<file path="config.mk">
export PLATFORM = sky130hd
export DESIGN_NAME = comm_frame_decoder
export DESIGN_NICKNAME = d
export VERILOG_FILES = /design/src/rtl/comm_pkg.sv /design/src/rtl/comm_frame_timeout.sv /design/src/rtl/comm_frame_decoder.sv
export SDC_FILE = /design/constraint.sdc
export NUM_CORES = 1
export LEC_CHECK = 0
export ABC_AREA = 1
export BUFFER_PORTS_ARGS = -buffer_cell sky130_fd_sc_hd__buf_4
export CAP_MARGIN = 20
export CORE_ASPECT_RATIO = 0.5
export CORE_MARGIN = 3
export CORE_UTILIZATION = 30
export CTS_BUF_LIST = sky130_fd_sc_hd__clkbuf_16
export CTS_CLUSTER_DIAMETER = 120
export DETAILED_ROUTE_END_ITERATION = 16
export SETUP_SLACK_MARGIN = 0.02
export SLEW_MARGIN = 30
export SYNTH_ARGS = -nofsm -noshare
export SYNTH_HDL_FRONTEND = slang
export SYNTH_SLANG_ARGS = --single-unit
</file>
<file path="constraint.sdc">
create_clock -name clk -period 3.6 [get_ports clk]
set_clock_uncertainty 0.2 [all_clocks]
set_input_delay 0 -clock clk [delete_from_list [all_inputs] [get_ports clk]]
set_output_delay 0 -clock clk [all_outputs]
set_load 0.05 [all_outputs]
</file>
<file path="src/rtl/comm_pkg.sv">
// Shared constants, state encoding and byte-count helpers for the frame decoder.
package comm_pkg;

  // Message types
  localparam logic [7:0] MsgSysReset = 8'h01;
  localparam logic [7:0] MsgCfgWrite = 8'h02;
  localparam logic [7:0] MsgBaseAddr = 8'h04;
  localparam logic [7:0] MsgRamData  = 8'h05;

  // Response codes
  localparam logic [7:0] RespAck     = 8'h06;
  localparam logic [7:0] RespNakChk  = 8'h15;
  localparam logic [7:0] RespNakLen  = 8'h16;
  localparam logic [7:0] RespNakType = 8'h17;
  localparam logic [7:0] RespNakArg  = 8'h18;

  typedef enum logic [2:0] {
    StIdle,
    StType,
    StPayload,
    StCheck,
    StResp
  } state_e;

  function automatic int unsigned data_bytes(input int unsigned width);
    return width / 8;
  endfunction

  function automatic int unsigned cfg_bytes(input int unsigned width);
    return width / 8;
  endfunction

  function automatic int unsigned addr_bytes(input int unsigned width);
    return (width + 7) / 8;
  endfunction

endpackage

</file>
<file path="src/rtl/comm_frame_timeout.sv">
// Inter-byte idle timer: reloads on every received byte, pulses expire once the
// programmed number of idle clocks has elapsed while enabled.
module comm_frame_timeout #(
  parameter int unsigned TIMEOUT_CYCLES = 1000000
) (
  input  logic clk,
  input  logic reset,
  input  logic enable,
  input  logic restart,
  output logic expire
);

  localparam int unsigned CNT_W = (TIMEOUT_CYCLES > 1) ? $clog2(TIMEOUT_CYCLES) : 1;
  localparam logic [CNT_W-1:0] LOAD = CNT_W'(TIMEOUT_CYCLES - 1);

  logic [CNT_W-1:0] cnt_q;

  // Down-counter, reloaded on each byte, parked at zero until the next reload
  always_ff @(posedge clk) begin
    if (reset || restart) begin
      cnt_q <= LOAD;
    end else if (enable && (cnt_q != '0)) begin
      cnt_q <= cnt_q - CNT_W'(1);
    end
  end

  assign expire = enable && !restart && (cnt_q == '0);

endmodule

</file>
<file path="src/rtl/comm_frame_decoder.sv">
// Length-prefixed, checksummed command frame decoder: streams RAM writes,
// stages and atomically commits config/base-address updates, answers ACK/NAK.
module comm_frame_decoder
  import comm_pkg::*;
#(
  parameter int unsigned DATA_WIDTH = 16,
  parameter int unsigned ADDR_WIDTH = 12,
  parameter int unsigned CFG_WIDTH = 16,
  parameter int unsigned NUM_CFG = 4,
  parameter logic [NUM_CFG*CFG_WIDTH-1:0] CFG_INIT = '0,
  parameter int unsigned TIMEOUT_CYCLES = 1000000
) (
  input  logic                          clk,
  input  logic                          reset,
  input  logic                          rx_valid,
  input  logic [7:0]                    rx_data,
  output logic                          tx_valid,
  input  logic                          tx_ready,
  output logic [7:0]                    tx_data,
  output logic                          wr_enable,
  output logic [ADDR_WIDTH-1:0]         wr_addr,
  output logic [DATA_WIDTH-1:0]         wr_data,
  output logic [NUM_CFG*CFG_WIDTH-1:0]  cfg,
  output logic                          cfg_update,
  output logic                          sys_reset
);

  localparam int unsigned DATA_BYTES = data_bytes(DATA_WIDTH);
  localparam int unsigned CFG_BYTES  = cfg_bytes(CFG_WIDTH);
  localparam int unsigned ADDR_BYTES = addr_bytes(ADDR_WIDTH);
  localparam logic [7:0] LenSys     = 8'd2;
  localparam logic [7:0] LenCfg     = 8'(2 + CFG_BYTES);
  localparam logic [7:0] LenBase    = 8'(1 + ADDR_BYTES);
  localparam logic [7:0] DataBytesB = 8'(DATA_BYTES);
  localparam logic [7:0] WordLast   = 8'(DATA_BYTES - 1);

  state_e                         state_q, state_d;
  logic [7:0]                     len_q, len_d, remain_q, remain_d, type_q, type_d;
  logic [7:0]                     sum_q, sum_d, word_cnt_q, word_cnt_d, cfg_idx_q, cfg_idx_d;
  logic                           err_type_q, err_type_d, err_len_q, err_len_d;
  logic                           first_q, first_d, rst_req_q, rst_req_d;
  logic [DATA_WIDTH-1:0]          word_q, word_d, wr_data_q, wr_data_d;
  logic [ADDR_WIDTH-1:0]          word_idx_q, word_idx_d, wr_addr_q, wr_addr_d;
  logic [ADDR_WIDTH-1:0]          addr_sh_q, addr_sh_d, base_addr_q, base_addr_d;
  logic [CFG_WIDTH-1:0]           cfg_sh_q, cfg_sh_d;
  logic [NUM_CFG*CFG_WIDTH-1:0]   cfg_q, cfg_d;
  logic                           tx_valid_q, tx_valid_d, wr_enable_q, wr_enable_d;
  logic                           cfg_update_q, cfg_update_d, sys_reset_q, sys_reset_d;
  logic [7:0]                     tx_data_q, tx_data_d;

  logic       expire, timer_en;
  logic       type_known, type_len_ok, arg_err;
  logic [7:0] len_m1, sum_next, resp_code;

  assign timer_en = (state_q == StType) || (state_q == StPayload) || (state_q == StCheck);

  comm_frame_timeout #(
    .TIMEOUT_CYCLES(TIMEOUT_CYCLES)
  ) u_timeout (
    .clk    (clk),
    .reset  (reset),
    .enable (timer_en),
    .restart(rx_valid),
    .expire (expire)
  );

  // Classify the incoming TYPE byte and check LEN against it
  always_comb begin
    len_m1      = len_q - 8'd1;
    type_known  = 1'b1;
    type_len_ok = 1'b0;
    case (rx_data)
      MsgSysReset: type_len_ok = (len_q == LenSys);
      MsgCfgWrite: type_len_ok = (len_q == LenCfg);
      MsgBaseAddr: type_len_ok = (len_q == LenBase);
      MsgRamData:  type_len_ok = (len_m1 != 8'd0) && ((len_m1 % DataBytesB) == 8'd0);
      default:     type_known  = 1'b0;
    endcase
  end

  // Response selection at CHK: checksum beats type beats length beats argument
  always_comb begin
    sum_next = sum_q + rx_data;
    arg_err  = (type_q == MsgCfgWrite) && (32'(cfg_idx_q) >= NUM_CFG);
    if (sum_next != 8'd0)   resp_code = RespNakChk;
    else if (err_type_q)    resp_code = RespNakType;
    else if (err_len_q)     resp_code = RespNakLen;
    else if (arg_err)       resp_code = RespNakArg;
    else                    resp_code = RespAck;
  end

  // Frame FSM next-state, payload assembly and commit logic
  always_comb begin
    state_d      = state_q;
    len_d        = len_q;
    remain_d     = remain_q;
    type_d       = type_q;
    sum_d        = sum_q;
    word_cnt_d   = word_cnt_q;
    cfg_idx_d    = cfg_idx_q;
    err_type_d   = err_type_q;
    err_len_d    = err_len_q;
    first_d      = first_q;
    rst_req_d    = rst_req_q;
    word_d       = word_q;
    word_idx_d   = word_idx_q;
    addr_sh_d    = addr_sh_q;
    cfg_sh_d     = cfg_sh_q;
    base_addr_d  = base_addr_q;
    cfg_d        = cfg_q;
    tx_valid_d   = tx_valid_q;
    tx_data_d    = tx_data_q;
    wr_addr_d    = wr_addr_q;
    wr_data_d    = wr_data_q;
    wr_enable_d  = 1'b0;
    cfg_update_d = 1'b0;
    sys_reset_d  = 1'b0;

    unique case (state_q)
      StIdle: begin
        // LEN=0 is dropped without leaving idle
        if (rx_valid && (rx_data != 8'd0)) begin
          len_d      = rx_data;
          remain_d   = rx_data - 8'd1;
          sum_d      = rx_data;
          first_d    = 1'b1;
          rst_req_d  = 1'b0;
          cfg_idx_d  = '0;
          cfg_sh_d   = '0;
          addr_sh_d  = '0;
          word_d     = '0;
          word_cnt_d = '0;
          word_idx_d = '0;
          state_d    = StType;
        end
      end
      StType: begin
        if (expire) begin
          state_d = StIdle;
        end else if (rx_valid) begin
          type_d     = rx_data;
          sum_d      = sum_next;
          err_type_d = !type_known;
          err_len_d  = type_known && !type_len_ok;
          state_d    = (remain_q == 8'd0) ? StCheck : StPayload;
        end
      end
      StPayload: begin
        if (expire) begin
          state_d = StIdle;
        end else if (rx_valid) begin
          sum_d    = sum_next;
          remain_d = remain_q - 8'd1;
          first_d  = 1'b0;
          if (remain_q == 8'd1) state_d = StCheck;
          case (type_q)
            MsgSysReset: if (first_q) rst_req_d = rx_data[0];
            MsgCfgWrite: begin
              if (first_q) cfg_idx_d = rx_data;
              else         cfg_sh_d  = (cfg_sh_q << 8) | CFG_WIDTH'(rx_data);
            end
            // Shifting through an ADDR_WIDTH register truncates the MSB-first value
            MsgBaseAddr: addr_sh_d = (addr_sh_q << 8) | ADDR_WIDTH'(rx_data);
            MsgRamData: begin
              if (!err_len_q) begin
                word_d = (word_q << 8) | DATA_WIDTH'(rx_data);
                if (word_cnt_q == WordLast) begin
                  word_cnt_d  = '0;
                  wr_enable_d = 1'b1;
                  wr_addr_d   = base_addr_q + word_idx_q;
                  wr_data_d   = (word_q << 8) | DATA_WIDTH'(rx_data);
                  word_idx_d  = word_idx_q + ADDR_WIDTH'(1);
                end else begin
                  word_cnt_d = word_cnt_q + 8'd1;
                end
              end
            end
            default: ;
          endcase
        end
      end
      StCheck: begin
        if (expire) begin
          state_d = StIdle;
        end else if (rx_valid) begin
          tx_valid_d = 1'b1;
          tx_data_d  = resp_code;
          state_d    = StResp;
          if (resp_code == RespAck) begin
            if (type_q == MsgCfgWrite) begin
              for (int i = 0; i < NUM_CFG; i++) begin
                if (cfg_idx_q == 8'(i)) cfg_d[i*CFG_WIDTH +: CFG_WIDTH] = cfg_sh_q;
              end
              cfg_update_d = 1'b1;
            end
            if (type_q == MsgBaseAddr) base_addr_d = addr_sh_q;
            if (type_q == MsgSysReset) sys_reset_d = rst_req_q;
          end
        end
      end
      StResp: begin
        // Incoming bytes are ignored until the response is taken
        if (tx_ready) begin
          tx_valid_d = 1'b0;
          state_d    = StIdle;
        end
      end
      default: state_d = StIdle;
    endcase
  end

  // State and output registers
  always_ff @(posedge clk) begin
    if (reset) begin
      state_q      <= StIdle;
      len_q        <= '0;
      remain_q     <= '0;
      type_q       <= '0;
      sum_q        <= '0;
      word_cnt_q   <= '0;
      cfg_idx_q    <= '0;
      err_type_q   <= 1'b0;
      err_len_q    <= 1'b0;
      first_q      <= 1'b0;
      rst_req_q    <= 1'b0;
      word_q       <= '0;
      word_idx_q   <= '0;
      addr_sh_q    <= '0;
      cfg_sh_q     <= '0;
      base_addr_q  <= '0;
      cfg_q        <= CFG_INIT;
      tx_valid_q   <= 1'b0;
      tx_data_q    <= '0;
      wr_enable_q  <= 1'b0;
      wr_addr_q    <= '0;
      wr_data_q    <= '0;
      cfg_update_q <= 1'b0;
      sys_reset_q  <= 1'b0;
    end else begin
      state_q      <= state_d;
      len_q        <= len_d;
      remain_q     <= remain_d;
      type_q       <= type_d;
      sum_q        <= sum_d;
      word_cnt_q   <= word_cnt_d;
      cfg_idx_q    <= cfg_idx_d;
      err_type_q   <= err_type_d;
      err_len_q    <= err_len_d;
      first_q      <= first_d;
      rst_req_q    <= rst_req_d;
      word_q       <= word_d;
      word_idx_q   <= word_idx_d;
      addr_sh_q    <= addr_sh_d;
      cfg_sh_q     <= cfg_sh_d;
      base_addr_q  <= base_addr_d;
      cfg_q        <= cfg_d;
      tx_valid_q   <= tx_valid_d;
      tx_data_q    <= tx_data_d;
      wr_enable_q  <= wr_enable_d;
      wr_addr_q    <= wr_addr_d;
      wr_data_q    <= wr_data_d;
      cfg_update_q <= cfg_update_d;
      sys_reset_q  <= sys_reset_d;
    end
  end

  assign tx_valid   = tx_valid_q;
  assign tx_data    = tx_data_q;
  assign wr_enable  = wr_enable_q;
  assign wr_addr    = wr_addr_q;
  assign wr_data    = wr_data_q;
  assign cfg        = cfg_q;
  assign cfg_update = cfg_update_q;
  assign sys_reset  = sys_reset_q;

endmodule

</file>
After elaboration in Yosys (flattened, before gate mapping):

Index checks and enable logic that the tools add are counted.

* input bits: 12
* logic and storage cells: 213
* register bits: 239

* bitwise logic cells: 11
* mux-type cells: 75
* eq/ne operators: 41
* $add $sub $neg: 8
* reductions and logical operators: 49
* order comparisons: 1

Operator list (number)
* $mux 8: 20
* $mux 12: 9
* $mux 16: 5
* $pmux 8 s2: 5
* $reduce_and 6->1: 10
* $eq 8x2->1 const B: 6
* $eq 8x3->1 const B: 6
* $pmux 12 s2: 2
* $eq 8x1->1 const B: 5
* $or 16x8->16: 2
* $pmux 16 s2: 1
* $mux 3: 9
* $logic_not 8->1: 3
* $reduce_bool 8->1: 3
* $sub 8x1->8 const B: 3
* $logic_not 20->1: 1
* $mux 5: 4
* $ne 2x2->1 const B: 10
* $reduce_bool 20->1: 1
* $sub 20x1->20 const B: 1
* $mux 1: 15
* $pmux 3 s5: 1
* $add 12x1->12 const B: 1
* $add 12x12->12: 1
* other kinds (27): 61

Depth between registers and ports, before layout:

Gate-level depths: netlist of the first run.

* depth in word-level cells: 9
* depth in mapped cells: 16

Hierarchy:

A second synthesis of the first run with hierarchy kept.

* cell total of the unflattened synthesis: 1671
* area total of the unflattened synthesis: 11611.1 um^2

By module, submodules not included
* comm_frame_decoder: area an instance 10343.7 um^2, sequential area each 4324.1 um^2, instances 1, cells an instance 1470
* comm_frame_timeout: area an instance 1267.5 um^2, sequential area each 400.4 um^2, instances 1, cells an instance 201

Worst setup path before layout of the first run:

Ideal clock, no wire load.

* path type: reg2reg
* start: register sum_q[0]
* end: register cfg_q[10], in the netlist cfg[10]
* data arrival time: 2274 ps
* path slack: 1013 ps
* library setup time: 113 ps
* cell stages (with the launch flop): 13
* path through: dfxtp_1 -> ha_1 -> fa_1 -> or2_2 -> nor2_1 -> nand3_1 -> nor2_1 -> nand2_1 -> nor2_4 -> nand4_2 -> buf_2 -> nor2_1 -> nor2_1

* longest elaborated chain between the ends: 5

RTL lines
* from (decl): RTL line comm_frame_decoder.sv:39 `logic [7:0] sum_q, sum_d, word_cnt_q, word_cnt_d, cfg_idx_q, cfg_idx_d;`
* from (signal assigned): RTL line comm_frame_decoder.sv:244 `sum_q <= sum_d;`
* $add 8x8->8: RTL line comm_frame_decoder.sv:83 `sum_next = sum_q + rx_data;`
* $reduce_bool 8->1: RTL line comm_frame_decoder.sv:85 `if (sum_next != 8'd0) resp_code = RespNakChk;`
* $mux 5: RTL line comm_frame_decoder.sv:85
* $eq 8x3->1: RTL line comm_frame_decoder.sv:189 `if (resp_code == RespAck) begin`
* $reduce_and 6->1 (no source line)
* to (signal assigned): RTL line comm_frame_decoder.sv:256 `cfg_q <= cfg_d;`
* to (decl): RTL line comm_frame_decoder.sv:46 `logic [NUM_CFG*CFG_WIDTH-1:0] cfg_q, cfg_d;`

No other way between the ends.
A chain may end at the register's enable or synchronous reset.

Worst setup path in the final report of the first run:

* start: register sum_q[0]
* end: register cfg_q[6], in the netlist cfg[6]

The elaborated chain is that of the path after synthesis.

==> results.yml, run 1 <==
finish:
  final_nets: 1829
  final_cells: 2284
  fin_area_um2: 13600
  diodes: 0
  drive_gt1_share_pct: 10.4
  final_util_pct: 36.9
  area_growth_syn_to_layout_pct: 18.2
timing:
  relSlewSlack_pct: 37.5
  finalHoldViolations: 0
  tightest_slew_ns: 0.937
  slew_violations: 0
  setup_viol: 0
  min_period_over_period_pct: 79.8
  min_period_ns: 2.87
  rsz0062_at_grt: "no"
  setup_ws_ns: 0.727
  finalSetupTns_ns: 0
  max_freq_ghz: 0.348
floorplanning:
  start_util_pct: 31.2
  rows: 49
  boundaryPins: 116
  die_w_um: 283
  core_area_um2: 36800
  die-height_um: 144
  die_area_um2: 40800
worst_setup_path:
  worst_r2r_endpoint: "cfg[6]"
  criticalPathCategory: "flip-flop to flip-flop"
  crit_fanout: 32
  endpoint: "cfg[6]"
  worstSetupStartpoint: "sum_q[0]"
  r2r_cells: 12
  critPathRequiredTime_ns: 3.82
  worst_setup_path_end_kind: "flip-flop"
  critPathLaunchType: "flip-flop"
  crit_arrival_ns: 3.09
  r2r_setup_slack_ns: 0.73
  r2r_start: "sum_q[0]"
logic_synthesis:
  synthTopCellsByArea: "dfxtp_1 41%, nand2_1 14%, nor2_1 9.1%"
  ys_warn_count: 0
  synthCells: 1685
  yosys.area.top_type: "dfxtp_1"
  synth_top_area_share_pct: 41.2
  yosysSeqAreaShare_pct: 41.2
  yosysMostFrequentCell: "nand2_1"
  synthArstFlopShare_pct: 0
  synth-edff-count: 0
  ys.flop_type: "dfxtp_1"
  post_synth.cell_area_avg_um2: 6.81
  yosysUniqueCellTypes: 46
  synth_commonest_cells: "441 x nand2_1, 279 x nor2_1, 236 x dfxtp_1"
  ys_ff_latch: 236
  synthesis.area_um2: 11500
placed_design:
  numPortBuffers: 112
  gp_congestion: 0.864
  placed_cell_area_um2: 12700
  dpl.cell_count: 2231
  dp_slack_ns: 0.740
  place_hpwl_mm: 22.1
global_route:
  grt_antenna_before_repair: 0
  grt_pass1_vias: 9538
  gr-total-overflow: 0
  grt_pass1_wl_mm: 51.7
  grtUsageTotal_pct: 15.6
  grt_max_degree: 79
route:
  dr.max_layer_used: "met4"
  vias: 10400
  drt_iter0_drc: 815
  first_pass_iters: 5
  wl_per_cell_um: 14.0
  route.met2.wl_mm: 13.9
  drc: 0
  drt-total-wl_mm: 31.9
  antenna_left: 0
  dr_wl_met3_mm: 1.48
  viasPerCell: 4.56
  wl_met1_mm: 16.0
clock_network:
  insertion_delay_ns: 0.53
  clock_sinks: 236
  clkTransAtPathRegs_ns: 0.07
  cts_made_buffers: 25
  tritoncts: "done"
  cts_setup_buffers: 0
  root_buffer: "clkbuf_16"
  htree_levels: 1
  cts_max_path_buffers: 3
power:
  swShare_pct: 37.1
  p_per_area_nw_per_um2: 567
  seqPwrFrac_pct: 40.7
  p_leak_nw: 6.36
  ir_drop_uv: 352
  clockPowerShare_pct: 31.6
  power_frac_comb_pct: 27.6
  p_int_mw: 4.84
  switching_power_mw: 2.85
run_status:
  status: "completed"
min_path:
  hold_class: "input port to flip-flop"
job:
  maxCapViolCount: 0
## timing repair
action | CTS | global route
hold buffers | 12 | 0
hold endpoints to repair | 101 | 0
resized for setup | 0 | 0
## state kept, by name, indices dropped and copies added, names as in the netlist, 3 cells and up
| register | flops |
|---|---|
| addr_sh_q | 12 |
| base_addr_q | 12 |
| cfg | 64 |
| cfg_idx_q | 8 |
| cfg_sh_q | 16 |
| len_q | 8 |
| remain_q | 8 |
| state_q | 3 |
| sum_q | 8 |
| tx_data | 5 |
| type_q | 8 |
| u_timeout.cnt_q | 20 |
| word_cnt_q | 8 |
| word_idx_q | 12 |
| word_q | 8 |
| wr_addr | 12 |
| wr_data | 16 |
## layer usage
layer  global-route usage [%]  up-vias
met1                     22.4     4653
met5                        0        -
met2                     25.1      186
li1                         -     5534
met4                     2.88        0
met3                     2.48       37
## cell usage in the layout, fill, tap and decap left out, types with 8 or more instances in the layout
master / count
ha_1: 29
o21ai_0: 77
dlygate4sd3_1: 12
a21oi_1: 163
inv_1: 193
clkinv_1: 8
dfxtp_1: 236
nor3_1: 18
xnor2_1: 9
nand2_1: 441
nand3_1: 49
nor2_1: 279
nand4_1: 27
clkbuf_16: 25
nor4_1: 8
buf_4: 129
xor2_1: 27
## worst max-delay path, stage by stage, from the launching register on
cell,delay [ns]
dfxtp_1,0.31
ha_1,0.22
fa_1,0.45
or2_2,0.30
nor2_1,0.11
nand3_1,0.08
nor2_1,0.09
nand2_1,0.11
nor2_4,0.29
nand4_2,0.11
buf_4,0.26
nor2_1,0.15
nor2_1,0.06
## area by class of cell
class | instances | area (um^2)
fillers | 3928 | 23200
repair buffers | 142 | 1110
multi-input cells | 1182 | 5630
flip-flops and latches | 236 | 4720
clock inverters | 16 | 123
clock buffers | 25 | 626
inverters | 199 | 749
well taps | 484 | 606
## power by group through the flow
stage	sequential [mW]	clock (mW)	combinational (mW)
2_1_floorplan	3.11	0	1.60
3_3_place_gp	3.19	0	2.08
3_5_place_dp	3.19	0	2.09
4_1_cts	3.13	2.50	2.11
5_1_grt	3.17	2.61	2.41
6_report	3.13	2.43	2.12
## through the flow
step	hold slack, ns	total power, mW
floorplan	-0.0835	4.71
global placement	0.0313	5.26
detailed placement	0.0459	5.28
CTS	0.126	7.74
global route	0.149	8.19
finish	0.143	7.69
## cells by family (layout without fill, tap and decap cells)
logic type | count (synthesis) | after routing | synth area share, %
buffers and inverters | 269 | 382 | 9.85
multiplexers | 1 | 1 | 0.0872
flip-flops | 236 | 236 | 41.2
AO/OA/AOI/OAI | 267 | 267 | 12.3
adder cells (fa/ha/maj) | 31 | 31 | 3.51
XOR/XNOR | 36 | 36 | 2.75
AND/OR/NAND/NOR | 844 | 844 | 30.3
other | 1 | 3 | 0.0327
## worst min path at each step
stage | startpoint | to | slack (ns) | depth (start not counted)
CTS | rx_data[3] | wr_data[3] | 0.13 | 4
finish | rx_data[6] | wr_data[6] | 0.14 | 4
detailed placement | tx_ready | tx_valid | 0.05 | 2
global placement | tx_ready | tx_valid | 0.03 | 2
global route | rx_data[4] | wr_data[4] | 0.15 | 4
floorplan | tx_ready | tx_valid | -0.08 | 1
Power figures use the tool's default switching activity.
==> run 2: changes to the inputs <==
Clock period 3.6 ns to 2.5 ns, I/O delays scaled along.
==> run 2 against run 1 <==
  * The flow now finishes with violations (setup timing)
  * Register-to-register slack lost 0.92 ns
  * Combinational power grew 63%
  * Setup slack worse by 0.92 ns
  * Non-clock buffer count increased by 40
  * Clock-buffer cell count unchanged
  * First-iteration DRC count decreased by 1.8%
  * Maximum frequency grew 6.5%
  * Sequential power rose by 44%
  * Clock power is 53% higher
==> results.yml, run 2 (same netlist as run 1, synthesis figures left out) <==
route:
  first_pass_iters: 5
  antenna_left: 0
  drt-total-wl_mm: 32.9
  drt_iter0_drc: 800
  drc: 0
  wl_per_cell_um: 14.1
  vias: 10700
  viasPerCell: 4.61
worst_setup_path:
  r2r_cells: 14
  crit_arrival_ns: 2.97
  endpoint: "cfg[60]"
  worst_r2r_endpoint: "cfg[60]"
  worst_setup_path_end_kind: "flip-flop"
  criticalPathCategory: "flip-flop to flip-flop"
  crit_fanout: 16
  critPathLaunchType: "flip-flop"
  r2r_setup_slack_ns: -0.20
  crit_chain: "ha_4, fa_2, or2_4, nor2_2, nand3_1, nor2_1, nand2_2, nor2_4, buf_12, nand4_4, clkbuf_16, nand2_1, nand2_1, nor2_1"
  crit_family: "simple AND/OR/NAND/NOR gates"
  critPathRequiredTime_ns: 2.77
  critPathBufInv: 2
  worst-path-stages: 14
  r2r_start: "sum_q[0]"
  worstSetupStartpoint: "sum_q[0]"
  cpPeakStageDelay_ns: 0.46
  cp_slowest_cell: "fa_2"
floorplanning:
  core_area_um2: 36800
  start_util_pct: 31.2
  die-height_um: 144
  die_area_um2: 40800
  boundaryPins: 116
  rows: 49
  die_w_um: 283
timing:
  finalSetupTns_ns: -9.58
  finalHoldViolations: 0
  slew_violations: 0
  setup_ws_ns: -0.197
  tightest_slew_ns: 0.675
  min_period_over_period_pct: 108
  relSlewSlack_pct: 54.8
  min_period_ns: 2.70
  setup_viol: 77
  max_freq_ghz: 0.371
  rsz0062_at_grt: "yes"
global_route:
  grt_antenna_before_repair: 0
  grt_max_degree: 56
  gr-total-overflow: 0
  grtUsageTotal_pct: 16.0
  grt_pass1_vias: 9949
  grt_pass1_wl_mm: 52.9
finish:
  diodes: 0
  final_nets: 1868
  largest_reg_flops: 64
  final_cell_mix: "421 x nand2_1, 264 x nor2_1, 235 x dfxtp_1, 196 x inv_1, 163 x a21oi_1"
  drive_gt1_share_pct: 14.5
  fin_area_um2: 14300
  area_growth_syn_to_layout_pct: 24.2
  final_cells: 2327
  layout_commonest_cell: "nand2_1"
  fill_cells: 3859
run_status:
  status: "finished with violations"
  violations: "setup timing"
job:
  maxCapViolCount: 0
power:
  p_per_area_nw_per_um2: 819
  ir_drop_uv: 446
  p_leak_nw: 6.66
clock_network:
  htree_levels: 1
  cts_max_path_buffers: 3
  insertion_delay_ns: 0.53
  root_buffer: "clkbuf_16"
  clock_sinks: 236
  clkTransAtPathRegs_ns: 0.07
  cts_made_buffers: 24
  tritoncts: "done"
min_path:
  hold_class: "input port to flip-flop"
placed_design:
  place_hpwl_mm: 22.6
  dpl.cell_count: 2259
  gp_congestion: 0.859
  placed_cell_area_um2: 13000
  numPortBuffers: 112
-- run 2: cell types whose count changed in the layout (fill, tap and decap cells not counted), sizes merged --
cell and delta:
buf +37, clkbuf +3, inv +3, bufinv +2, clkinv -1, clkinvlp -1
-- run 2: worst min path at each step --
stage	from	to	slack, ns	depth (start not counted)
floorplan	tx_ready	tx_valid	-0.08	1
global placement	tx_ready	tx_valid	0.04	2
detailed placement	tx_ready	tx_valid	0.04	2
CTS	rx_data[5]	wr_data[5]	0.12	4
global route	rx_data[6]	wr_data[6]	0.16	4
finish	rx_data[5]	wr_data[5]	0.16	4
-- run 2: routing by layer --
| layer | GRT usage, % | wire length, um | vias to the layer above |
|---|---|---|---|
| met1 | 22.1 | 15800 | 4854 |
| met3 | 2.56 | 1760 | 37 |
| met2 | 26.6 | 14700 | 238 |
| met5 | 0 | 0 | - |
| met4 | 3.12 | 586 | 0 |
| li1 | - | - | 5603 |
-- run 2: area by class of cell --
class / instances / area (um^2) / area share [%]
timing repair buffer: 182 / 1580 / 11.1
clock inverter: 19 / 171 / 1.20
multi-input combinational: 1182 / 5800 / 40.7
clock buffer: 25 / 626 / 4.39
tap: 484 / 606 / 4.25
sequential: 236 / 4730 / 33.2
inverter: 199 / 748 / 5.25
-- run 2: timing repair --
action | 4_1_cts | 5_1_grt
hold buffers | 12 | 0
resized for setup | 12 | 36
pin swaps | 1 | 15
hold endpoints to repair | 93 | 0
setup endpoints to repair | 89 | 131
buffers inserted | 1 | 8
cloned | 0 | 3
-- run 2: worst reg2reg max path, cell delays in order, from the launching register on --
cell and delay, ns:
dfxtp_2 0.34, ha_4 0.17, fa_2 0.46, or2_4 0.24, nor2_2 0.08, nand3_1 0.07, nor2_1 0.13, nand2_2 0.09
nor2_4 0.13, buf_12 0.15, nand4_4 0.14, clkbuf_16 0.24, nand2_1 0.06, nand2_1 0.06, nor2_1 0.10
-- run 2: power breakdown --
group / internal [mW] / switching, mW
clock network: 2.13 / 1.58
logic: 1.19 / 2.25
registers: 4.14 / 0.368
total: 7.47 / 4.20
-- run 2: metrics by stage --
| stage | power (mW) | worst slack, ns | hold WS, ns | utilization [%] |
|---|---|---|---|---|
| 4_1_cts | 11.5 | -0.108 | 0.117 | 38.0 |
| 3_5_place_dp | 7.75 | -0.126 | 0.0401 | 35.4 |
| 6_report | 11.7 | -0.197 | 0.156 | 38.8 |
| 2_1_floorplan | 6.80 | -0.0197 | -0.0835 | - |
| 5_1_grt | 12.4 | -0.323 | 0.159 | 38.8 |
| 3_3_place_gp | 7.73 | -0.0914 | 0.0435 | 35.4 |
